[src/rtl/deca_pkg.sv]
// Shared definitions for the deca fetch/sequencer slice: fetch FSM states,
// opcode field positions and default datapath widths.
package deca_pkg;

    localparam int DEFAULT_ADDR_W = 8;
    localparam int DEFAULT_DATA_W = 16;

    // Opcode occupies the top nibble; its MSB flags a two-execute-cycle instruction.
    localparam int OPC_MSB   = DEFAULT_DATA_W - 1;
    localparam int OPC_LSB   = DEFAULT_DATA_W - 4;
    localparam int EXTRA_BIT = OPC_MSB;

    typedef enum logic {
        IDLE = 1'b0,
        REQ  = 1'b1
    } fetch_state_e;

endpackage

[src/rtl/fetch_pf_buf.sv]
// One-entry prefetch buffer: data register, valid bit and a discard flag that
// marks an in-flight prefetch whose data must be dropped after a jump.
module fetch_pf_buf #(
    parameter int DATA_W = 16
) (
    input  logic              clk,
    input  logic              reset,
    input  logic              wr_en,
    input  logic [DATA_W-1:0] wr_data,
    input  logic              clr,
    input  logic              arm_discard,
    input  logic              disarm,
    output logic              valid,
    output logic [DATA_W-1:0] data,
    output logic              discard
);

    always_ff @(posedge clk) begin
        if (reset) begin
            valid   <= 1'b0;
            data    <= '0;
            discard <= 1'b0;
        end else begin
            if (clr) begin
                valid <= 1'b0;
            end else if (wr_en) begin
                valid <= 1'b1;
            end
            if (wr_en) begin
                data <= wr_data;
            end
            // The ack of the discarded read ends the discard window, even if a jump lands alongside it.
            if (disarm) begin
                discard <= 1'b0;
            end else if (arm_discard) begin
                discard <= 1'b1;
            end
        end
    end

endmodule

[src/rtl/fetch_unit.sv]
// Instruction fetch stage: PC, IR and a req/ack read port, supplying EXTRA and P
// to the sequencer. Optional one-entry prefetch is enabled with FETCH_PREFETCH_EN.
module fetch_unit
    import deca_pkg::*;
#(
    parameter int ADDR_W = DEFAULT_ADDR_W,
    parameter int DATA_W = DEFAULT_DATA_W
) (
    input  logic              CLK,
    input  logic              RESET,
    input  logic              FETCH,
    input  logic              EXEC1,
    input  logic              EXEC2,
    input  logic              JUMP,
    input  logic [ADDR_W-1:0] JUMP_ADDR,
    output logic              MEM_REQ,
    output logic [ADDR_W-1:0] MEM_ADDR,
    input  logic              MEM_ACK,
    input  logic [DATA_W-1:0] MEM_RDATA,
    output logic [DATA_W-1:0] IR,
    output logic [ADDR_W-1:0] PC,
    output logic              EXTRA,
    output logic              P
);

    fetch_state_e      state_q, state_d;
    logic              mem_req_q;
    logic [ADDR_W-1:0] mem_addr_q;
    logic [ADDR_W-1:0] pc_q;
    logic [DATA_W-1:0] ir_q;
    logic              jump_ok;
    logic              start_req;
    logic              load_ir_mem;
    logic              inc_pc;

    assign jump_ok = JUMP && (EXEC1 || EXEC2);

`ifdef FETCH_PREFETCH_EN
    logic              pf_q;      // outstanding request is a prefetch
    logic              pf_arm_q;  // IR loaded since last prefetch issue
    logic              start_pf;
    logic              load_ir_buf;
    logic              buf_wr;
    logic              buf_valid;
    logic              buf_discard;
    logic [DATA_W-1:0] buf_data;

    fetch_pf_buf #(.DATA_W(DATA_W)) u_pf_buf (
        .clk         (CLK),
        .reset       (RESET),
        .wr_en       (buf_wr),
        .wr_data     (MEM_RDATA),
        .clr         (jump_ok || load_ir_buf),
        .arm_discard (jump_ok && pf_q && (state_q == REQ)),
        .disarm      ((state_q == REQ) && MEM_ACK && pf_q),
        .valid       (buf_valid),
        .data        (buf_data),
        .discard     (buf_discard)
    );

    assign P = mem_req_q || (FETCH && (state_q == IDLE) && !buf_valid);
`else
    assign P = mem_req_q || (FETCH && (state_q == IDLE));
`endif

    always_comb begin
        state_d     = state_q;
        start_req   = 1'b0;
        load_ir_mem = 1'b0;
        inc_pc      = 1'b0;
`ifdef FETCH_PREFETCH_EN
        start_pf    = 1'b0;
        load_ir_buf = 1'b0;
        buf_wr      = 1'b0;
`endif
        case (state_q)
            IDLE: begin
`ifdef FETCH_PREFETCH_EN
                if (FETCH && buf_valid) begin
                    load_ir_buf = 1'b1;
                end else if (FETCH) begin
                    start_req = 1'b1;
                    state_d   = REQ;
                end else if (pf_arm_q && (EXEC1 || EXEC2) && !jump_ok) begin
                    start_req = 1'b1;
                    start_pf  = 1'b1;
                    state_d   = REQ;
                end
`else
                if (FETCH) begin
                    start_req = 1'b1;
                    state_d   = REQ;
                end
`endif
            end
            REQ: begin
                if (MEM_ACK) begin
                    state_d = IDLE;
`ifdef FETCH_PREFETCH_EN
                    // A prefetch ack feeds IR directly if the sequencer is already waiting in FETCH.
                    if (!pf_q) begin
                        load_ir_mem = 1'b1;
                        inc_pc      = 1'b1;
                    end else if (!buf_discard && !jump_ok) begin
                        inc_pc = 1'b1;
                        if (FETCH) begin
                            load_ir_mem = 1'b1;
                        end else begin
                            buf_wr = 1'b1;
                        end
                    end
`else
                    load_ir_mem = 1'b1;
                    inc_pc      = 1'b1;
`endif
                end
            end
            default: state_d = IDLE;
        endcase
    end

    always_ff @(posedge CLK) begin
        if (RESET) begin
            state_q    <= IDLE;
            mem_req_q  <= 1'b0;
            mem_addr_q <= '0;
            pc_q       <= '0;
            ir_q       <= '0;
        end else begin
            state_q <= state_d;
            if (start_req) begin
                mem_req_q  <= 1'b1;
                mem_addr_q <= pc_q;
            end else if ((state_q == REQ) && MEM_ACK) begin
                mem_req_q <= 1'b0;
            end
            if (load_ir_mem) begin
                ir_q <= MEM_RDATA;
`ifdef FETCH_PREFETCH_EN
            end else if (load_ir_buf) begin
                ir_q <= buf_data;
`endif
            end
            // A resolved jump overrides any increment in the same cycle.
            if (jump_ok) begin
                pc_q <= JUMP_ADDR;
            end else if (inc_pc) begin
                pc_q <= pc_q + ADDR_W'(1);
            end
        end
    end

`ifdef FETCH_PREFETCH_EN
    always_ff @(posedge CLK) begin
        if (RESET) begin
            pf_q     <= 1'b0;
            pf_arm_q <= 1'b0;
        end else begin
            if (start_req) begin
                pf_q <= start_pf;
            end
            if (load_ir_mem || load_ir_buf) begin
                pf_arm_q <= 1'b1;
            end else if (start_pf) begin
                pf_arm_q <= 1'b0;
            end
        end
    end
`endif

    assign MEM_REQ  = mem_req_q;
    assign MEM_ADDR = mem_addr_q;
    assign IR       = ir_q;
    assign PC       = pc_q;
    assign EXTRA    = ir_q[DATA_W-1];

endmodule

[config.mk]
export PLATFORM = sky130hd
export DESIGN_NAME = fetch_unit
export DESIGN_NICKNAME = d
export VERILOG_FILES = /design/src/rtl/deca_pkg.sv /design/src/rtl/fetch_pf_buf.sv /design/src/rtl/fetch_unit.sv
export SDC_FILE = /design/constraint.sdc
export NUM_CORES = 1
export LEC_CHECK = 0
export CAP_MARGIN = 20
export CORE_MARGIN = 10
export CORE_UTILIZATION = 36
export CTS_CLUSTER_SIZE = 14
export DETAILED_ROUTE_END_ITERATION = 10
export HOLD_SLACK_MARGIN = 0.05
export PLACE_DENSITY = 0.74
export SETUP_SLACK_MARGIN = 0.05
export SYNTH_ARGS = -nofsm -noshare
export SYNTH_HDL_FRONTEND = slang
export SYNTH_HIERARCHICAL = 1
export SYNTH_SLANG_ARGS = --single-unit
[constraint.sdc]
create_clock -name CLK -period 1.37 [get_ports CLK]
set_input_delay 0.2055 -clock CLK [delete_from_list [all_inputs] [get_ports CLK]]
set_output_delay 0.2055 -clock CLK [all_outputs]
set_load 0.05 [all_outputs]
=== After elaboration in Yosys (flattened, before gate mapping) ===
Cells that the tools add are included.

* Flip-flop bits (word level): 34
* Bits in latches: 0
* Bits in writable memories: 0
* Bits in read-only memories: 0
* Input port bits: 31
* Output and inout bits: 35
* Word-level logic and storage cells: 24
* Memories: 0

* Add/subtract/negate cells: 1
* Multiply operators: 0
* Div/mod/pow operators: 0
* Magnitude comparators: 0
* Equal/unequal tests: 0
* Shift operators: 0
* Multiplexer cells: 10
* Bitwise gates (word level): 1
* Reduce and logical (&&, ||, !) cells: 7

{| class="wikitable"
|+ Operators by type and width
! kind !! count
|-
| $mux 8 || 2
|-
| $add 8x1->8 const B || 1
|-
| $mux 1 || 7
|-
| $reduce_bool 2->1 || 2
|-
| $logic_and 1x1->1 || 3
|-
| $logic_or 1x1->1 || 2
|-
| $pmux 1 s2 || 1
|-
| $not 1->1 || 1
|}

=== Longest topological paths before layout ===
Gate-level depths: netlist (run 1).

* Word-level depth: 4
* Mapped depth: 5
* Mapped depth without buffers: 4

=== Worst setup path after synthesis (run 1) ===
Ideal clock, no wire load.

* Path kind: register -> register
* Start: register pc_q[0], in the netlist PC[0]
* End: register pc_q[6], in the netlist PC[6]
* Library setup time: 0.088 ns
* Data arrival time: 1.685 ns
* Required time: 1.282 ns
* Path slack: -0.403 ns
* Stages on the path, launching flop included: 5
* Path buffers: 0
* Period minus slack after synthesis: 1.773 ns
* Cells stage by stage: dfxtp_1 > ha_1 > nand2_1 > or4_1 > a311oi_2

* Word-level cells in the longest chain between the ends: 3

{| class="wikitable"
|+ RTL lines
! element !! line !! text
|-
| start, declared || fetch_unit.sv:29 || <nowiki>logic [ADDR_W-1:0] pc_q;</nowiki>
|-
| start signal, assigned || fetch_unit.sv:148 || <nowiki>pc_q <= pc_q + ADDR_W'(1);</nowiki>
|-
| $add 8x1->8 || fetch_unit.sv:148 ||
|-
| $mux 8 || fetch_unit.sv:147 || <nowiki>end else if (inc_pc) begin</nowiki>
|-
| $mux 8 || fetch_unit.sv:145 || <nowiki>if (jump_ok) begin</nowiki>
|}

Every way passes these cells. The select of a mux whose other input is x is not followed.
A chain may end at the register's enable or synchronous reset.

=== Worst setup path after layout (run 1) ===
* Start: register state_q
* End: output port P

* Word-level cells in the longest chain between the ends: 3

{| class="wikitable"
|+ RTL lines
! element !! line !! text
|-
| start, declared || fetch_unit.sv:26 || <nowiki>fetch_state_e state_q, state_d;</nowiki>
|-
| start signal, assigned || fetch_unit.sv:130 || <nowiki>state_q <= state_d;</nowiki>
|-
| $not 1->1 || n/a ||
|-
| $logic_and 1x1->1 || fetch_unit.sv:63 || <nowiki>assign P = mem_req_q || (FETCH && (state_q == IDLE));</nowiki>
|-
| $logic_or 1x1->1 || fetch_unit.sv:63 ||
|-
| end, declared || fetch_unit.sv:23 || <nowiki>output logic P</nowiki>
|}

Every way passes these cells.

==> out/results.ini, run 1 <==
[clock_tree]
clock_latency_ns = 0.28
root_buffer = clkbuf_8
cts.sinks = 34
clk_path_buf_depth = 2
htree_levels = 2
cts_hold_buf = 0
path_clk_slew_ns = 0.08
cts_tree = built
cts_buffers = 5

[floorplan]
die-area_um2 = 6570
start_util_pct = 36.9
core_um2 = 3630
ios = 66
rows = 22
die_w_um = 81.1
die_h_um = 81.1

[setup_path]
startpoint_type = flip-flop
critical_path.top_delay_family = flip-flops
path_max_fanout = 2
critPathMaxStageDelay_ns = 0.35
crit_slowest_cell = dfxtp_2
path_class = reg2out
path_cells = buf_6 > and2b_1 > nor2_2 > inv_2 > buf_12
path_buf_inv = 3
crit_arrival_ns = 1.23
critPathCaptureType = output pin
reg2reg_slack_ns = -0.06
critPathRequiredTime_ns = 1.16

[status]
violations = setup timing
outcome = finished, violations left

[yosys]
ys_types = 27
yosysWarnings = 6
synthesis.area_um2 = 1340
syn_inst = 166
syn_nets = 198
ys_seq_elements = 34
yosysSeqAreaShare_pct = 50.7
avgSynthCellArea_um2 = 8.09

[timing]
slew_headroom_pct = 80.4
fin_skew_ns = 0.00703
timing.final.ws_setup_ns = -0.0631
hold_violations = 0
rsz0062_at_grt = yes
timing.final.crit_share_pct = 105
whs_ns = 0.457
post-route-min-period_ns = 1.43
tightest_slew_ns = 0.292
maxSlewViolCount = 0
fmax_mhz = 698
finalSetupViolations = 6

[cells_and_area]
nNetsFinal = 281
final_layout_size_suffix_gt1_share_pct = 35.6
diodes = 0
final_cells = 298
area.growth.synth_to_final_pct = 103

[drt]
vias = 1469
wl_per_cell_um = 15.5
wl_um = 4630
drtPass1Iterations = 6
drc_errors = 0
postRouteAntennaNets = 0
vias_per_cell = 4.93
first_iter_violations = 65

[power_and_ir_drop]
power.switching_uw = 800
power_frac_seq_pct = 42.1
combPwrFrac_pct = 29.0
sw_frac_of_total_pct = 30.3
vdd_drop_max_v = 0.000815
power.internal_uw = 1840
p_leak_uw = 0.00102
powerDensity_nw_per_um2 = 968
pwr-share-clk_pct = 28.9

[place]
hpwl_um = 3450
place_ws_ns = -0.330
io_buffers = 65
place_inst = 283
gp_congestion = 0.770

[min_path]
hold_path_class = in2reg

[global_routing]
grt_pass1_vias = 1457
antenna_found_initial = 0
grt_pass1_wl_um = 7490
grt_start_max_net_pins = 35
grt_remaining_overflow = 0
grt_use_total_pct = 14.5

[flow_run]
maxCapViolations = 0

cell families after synthesis:
| kind of cell | after synthesis | synth area share, % |
|---|---|---|
| AND/OR/NAND/NOR | 78 | 24.6 |
| buffers and inverters | 13 | 4.29 |
| XOR/XNOR | 2 | 1.30 |
| AO/OA/AOI/OAI | 38 | 18.2 |
| flip-flops | 34 | 50.7 |
| adder cells (fa/ha/maj) | 1 | 0.932 |
registers in the layout (all words and copies together) (netlist names):
name	cells
PC	8
state_q	1
MEM_REQ	1
IR	16
MEM_ADDR	8
power groups by stage:
stage               registers [µW]  logic (µW)  clock network [µW]
floorplan                     1280         150                   0
global placement              1130         709                   0
detailed placement            1130         719                   0
CTS                           1110         748                 778
global route                  1120         809                 837
finish                        1110         765                 764
final timing paths:
check	start	endpoint	depth (start not counted)
setup / recovery	state_q$_SDFF_PP0_	P	5
hold / removal	MEM_RDATA[11]	IR[11]$_SDFFE_PP0P_	3
setup reg to reg	state_q$_SDFF_PP0_	PC[3]$_SDFFE_PP0P_	6
hold reg to reg	IR[0]$_SDFFE_PP0P_	IR[0]$_SDFFE_PP0P_	2
routing by layer:
| metal | vias up | track usage [%] | share of wire [%] |
|---|---|---|---|
| met3 | 11 | 4.97 | 7.0 |
| met5 | - | 0 | 0 |
| li1 | 727 | - | - |
| met1 | 681 | 15.8 | 38 |
| met4 | 0 | 5.88 | 2.4 |
| met2 | 50 | 25.2 | 53 |
Yosys cell counts:
cell / number / area (µm²)
nand2_1: 52 / 195
dfxtp_1: 34 / 681
a21oi_1: 24 / 120
nor2_1: 10 / 37.5
clkbuf_1: 5 / 18.8
buf_2: 4 / 20.0
nand3_1: 4 / 20.0
a311oi_1: 3 / 26.3
a311oi_2: 3 / 45.0
o31ai_1: 3 / 22.5
or4_1: 3 / 22.5
a211oi_1: 2 / 15.0
buf_1: 2 / 7.51
nor3_1: 2 / 10.0
o21ai_0: 2 / 10.0
or3_1: 2 / 12.5
and2_1: 1 / 6.26
and2b_1: 1 / 7.51
buf_4: 1 / 7.51
ha_1: 1 / 12.5
inv_1: 1 / 3.75
nand2_2: 1 / 6.26
nand2b_1: 1 / 6.26
nand4_1: 1 / 6.26
o21ai_1: 1 / 5.00
xnor2_1: 1 / 8.76
xor2_1: 1 / 8.76
metrics by stage:
stage          utilization (%)  total power, µW  setup TNS, ns  instance area, µm²
4_1_cts                   74.0             2640        -0.0750                2690
3_3_place_gp              69.3             1840          -2.73                2520
3_5_place_dp              69.3             1850          -3.40                2520
6_report                  75.1             2640         -0.260                2730
5_1_grt                   75.1             2760         -0.702                2730
2_1_floorplan                -             1430        -0.0317                1380
cell type report:
cell class | instances | area, µm²
Timing Repair Buffer | 88 | 1200
Fill cell | 246 | 906
Sequential cell | 34 | 706
Multi-Input combinational cell | 119 | 663
Clock buffer | 6 | 82.6
Tap cell | 48 | 60.1
Clock inverter | 2 | 12.5
Inverter | 1 | 3.75
what timing repair did:
item	CTS	global route
resized for setup	10	8
cloned	0	0
setup endpoints to repair	5	12
pin swaps	7	6
setup buffers	6	3
worst min-delay path, delay by kind of cell:
kind | cells | cell delay (ns)
and+or+nand+nor | 1 | 0.05
AOI/OAI and AO/OA | 1 | 0.05
buffers and inverters | 1 | 0.39
layout by cell type, fill, tap and decap left out, drive strengths merged:
master,Yosys,final
a211oi,2,2
a21oi,24,24
a311oi,6,6
and2,1,1
and2b,1,1
buf,7,58
clkbuf,5,6
clkdlybuf4s50,0,29
clkinv,0,1
clkinvlp,0,1
dfxtp,34,34
dlygate4sd2,0,1
ha,1,1
inv,1,1
nand2,53,53
nand2b,1,1
nand3,4,4
nand4,1,1
nor2,10,10
nor3,2,2
o21ai,3,3
o31ai,3,3
or3,2,2
or4,3,3
xnor2,1,1
xor2,1,1
(Power assumes the default switching activity.)
==> inputs of run 2 (changes only) <==
Settings changed: CTS_CLUSTER_DIAMETER set to 30.
Clock period 1.37 ns to 1.2 ns, I/O delays scaled along.
==> run 2 against run 1 <==
  * The flow still finishes with violations (setup timing)
  * Power is 16% higher
  * Clock-buffer cell count is 1 higher
  * Critical path depth stayed put
  * Non-clock buffer count is 9 higher
  * Via count is 5.8% higher
  * Critical path type is now reg2reg
  * Critical endpoint is now PC[4]$_SDFFE_PP0P_
==> out/results.ini, run 2 (same netlist as run 1, synthesis figures left out) <==
[global_routing]
antenna_found_initial = 0  ; unchanged
grt_pass1_vias = 1551  ; +6.5%
grt_remaining_overflow = 0  ; unchanged
grt_start_max_net_pins = 35  ; unchanged
grt_use_total_pct = 14.5  ; -0.029 points
grt_pass1_wl_um = 7510  ; +0.28%

[clock_tree]
clock_latency_ns = 0.28  ; about the same
path_clk_slew_ns = 0.07  ; about the same
cts_tree = built
cts_buffers = 5  ; unchanged
cts.sinks = 34  ; unchanged
htree_levels = 2  ; unchanged
clk_path_buf_depth = 2  ; unchanged
root_buffer = clkbuf_8

[drt]
drc_errors = 0  ; unchanged
vias = 1554  ; +5.8%
vias_per_cell = 5.06  ; +2.7%
postRouteAntennaNets = 0  ; unchanged
drtPass1Iterations = 4  ; -2
wl_per_cell_um = 16.6  ; +6.5%
first_iter_violations = 99  ; +52%
wl_um = 5080  ; +9.8%

[status]
violations = setup timing
outcome = finished, violations left

[setup_path]
path_max_fanout = 8  ; +6
critPathCaptureType = flip-flop
crit_arrival_ns = 1.62  ; +0.39 ns
critPathRequiredTime_ns = 1.37  ; +0.21 ns
startpoint_type = flip-flop
path_class = reg2reg

[flow_run]
maxCapViolations = 0  ; unchanged

[cells_and_area]
layout_commonest_cell = nand2_1
final_cell_mix = nand2_1 (51), buf_12 (36), clkdlybuf4s50_1 (29), dfxtp_1 (26), buf_4 (25)
area.growth.synth_to_final_pct = 115
diodes = 0  ; unchanged
final_util_pct = 79.3  ; +4.2 points
final_layout_size_suffix_gt1_share_pct = 43.2  ; +7.6 points
largest_reg_flops = 16  ; unchanged
final_cells = 307  ; +3.0%
nNetsFinal = 290  ; +3.2%

[timing]
maxSlewViolCount = 0  ; unchanged
timing.final.crit_share_pct = 121
fin_skew_ns = 0.00298  ; -0.00405 ns
timing.final.ws_setup_ns = -0.249  ; -0.186 ns
fmax_mhz = 690
post-route-min-period_ns = 1.45
rsz0062_at_grt = yes
tightest_slew_ns = 0.338  ; +0.0462 ns
slew_headroom_pct = 77.3  ; -3.1 points
finalSetupViolations = 7  ; +1
hold_violations = 0  ; unchanged

[place]
place_inst = 295  ; +4.2%
gp_congestion = 0.821  ; +6.7%
io_buffers = 65  ; unchanged
hpwl_um = 3440  ; -0.38%

[floorplan]
die_w_um = 81.1  ; unchanged
start_util_pct = 36.9  ; unchanged
die_h_um = 81.1  ; unchanged
rows = 22  ; unchanged
ios = 66  ; unchanged
die-area_um2 = 6570  ; unchanged
core_um2 = 3630  ; unchanged

[power_and_ir_drop]
vdd_drop_max_v = 0.000804  ; -1.5%
p_total_uw = 3070  ; +16%
p_leak_uw = 0.00109  ; +6.7%
powerDensity_nw_per_um2 = 1070  ; +10%

[min_path]
hold_path_class = in2reg

==> run 2: changes by cell type in the layout (fill, tap and decap cells not counted), sizes merged <==
cell      delta
clkbuf       +2
clkinvlp     -1
buf          +8
==> run 2: worst paths after layout <==
check	from	slack, ns	endpoint	cells past startpoint
hold / removal	MEM_RDATA[4]	0.44	IR[4]$_SDFFE_PP0P_	3
setup reg to reg	state_q$_SDFF_PP0_	-0.25	PC[4]$_SDFFE_PP0P_	5
setup / recovery	state_q$_SDFF_PP0_	-0.25	PC[4]$_SDFFE_PP0P_	5
hold reg to reg	MEM_ADDR[6]$_SDFFE_PP0P_	0.49	MEM_ADDR[6]$_SDFFE_PP0P_	2
==> run 2: per-layer routing <==
layer / share of wire [%] / wire [µm] / GRT usage (%) / up-vias
met5: 0 / 0 / 0 / -
met4: 1.7 / 86 / 4.33 / 0
met3: 8.3 / 424 / 6.18 / 8
met2: 52 / 2650 / 25.8 / 52
met1: 38 / 1920 / 15.1 / 736
li1: - / - / - / 758
==> run 2: area by class of cell <==
class | count | area [µm²]
Inverter | 1 | 3.75
Fill cell | 228 | 753
Timing Repair Buffer | 97 | 1290
Tap cell | 48 | 60.1
Multi-Input combinational cell | 119 | 727
Clock buffer | 7 | 86.3
Sequential cell | 34 | 706
Clock inverter | 1 | 5.00
==> run 2: critical path, cell delays in order, from the launching register on <==
cell and delay, ns:
dfxtp_2 0.34, buf_4 0.12, nand2_4 0.07, buf_6 0.14, or3_1 0.37, a311oi_1 0.29
==> run 2: timing repair <==
action / 4_1_cts / 5_1_grt
buffers inserted: 3 / 0
gates cloned: 0 / 1
endpoints found under the setup margin: 17 / 32
pin swaps: 8 / 5
hold buffers: 0 / 0
resized for setup: 13 / 21
==> run 2: power breakdown <==
part | total [µW] | switching [µW] | leakage, µW | internal (µW)
Clock | 865 | 403 | 0.0000482 | 462
Sequential | 1260 | 70.7 | 0.000282 | 1190
Combinational | 949 | 462 | 0.000756 | 487
Total | 3070 | 935 | 0.00109 | 2140
==> run 2: through the flow <==
step,TNS [ns],hold slack [ns],area [µm²],setup slack (ns)
final,-1.02,0.436,2880,-0.249
after global routing,-1.49,0.430,2880,-0.279
after CTS,-0.699,0.437,2770,-0.222
after detailed placement,-8.12,0.483,2610,-0.456
after global placement,-6.75,0.479,2610,-0.396
after floorplan,-0.626,0.316,1380,-0.194
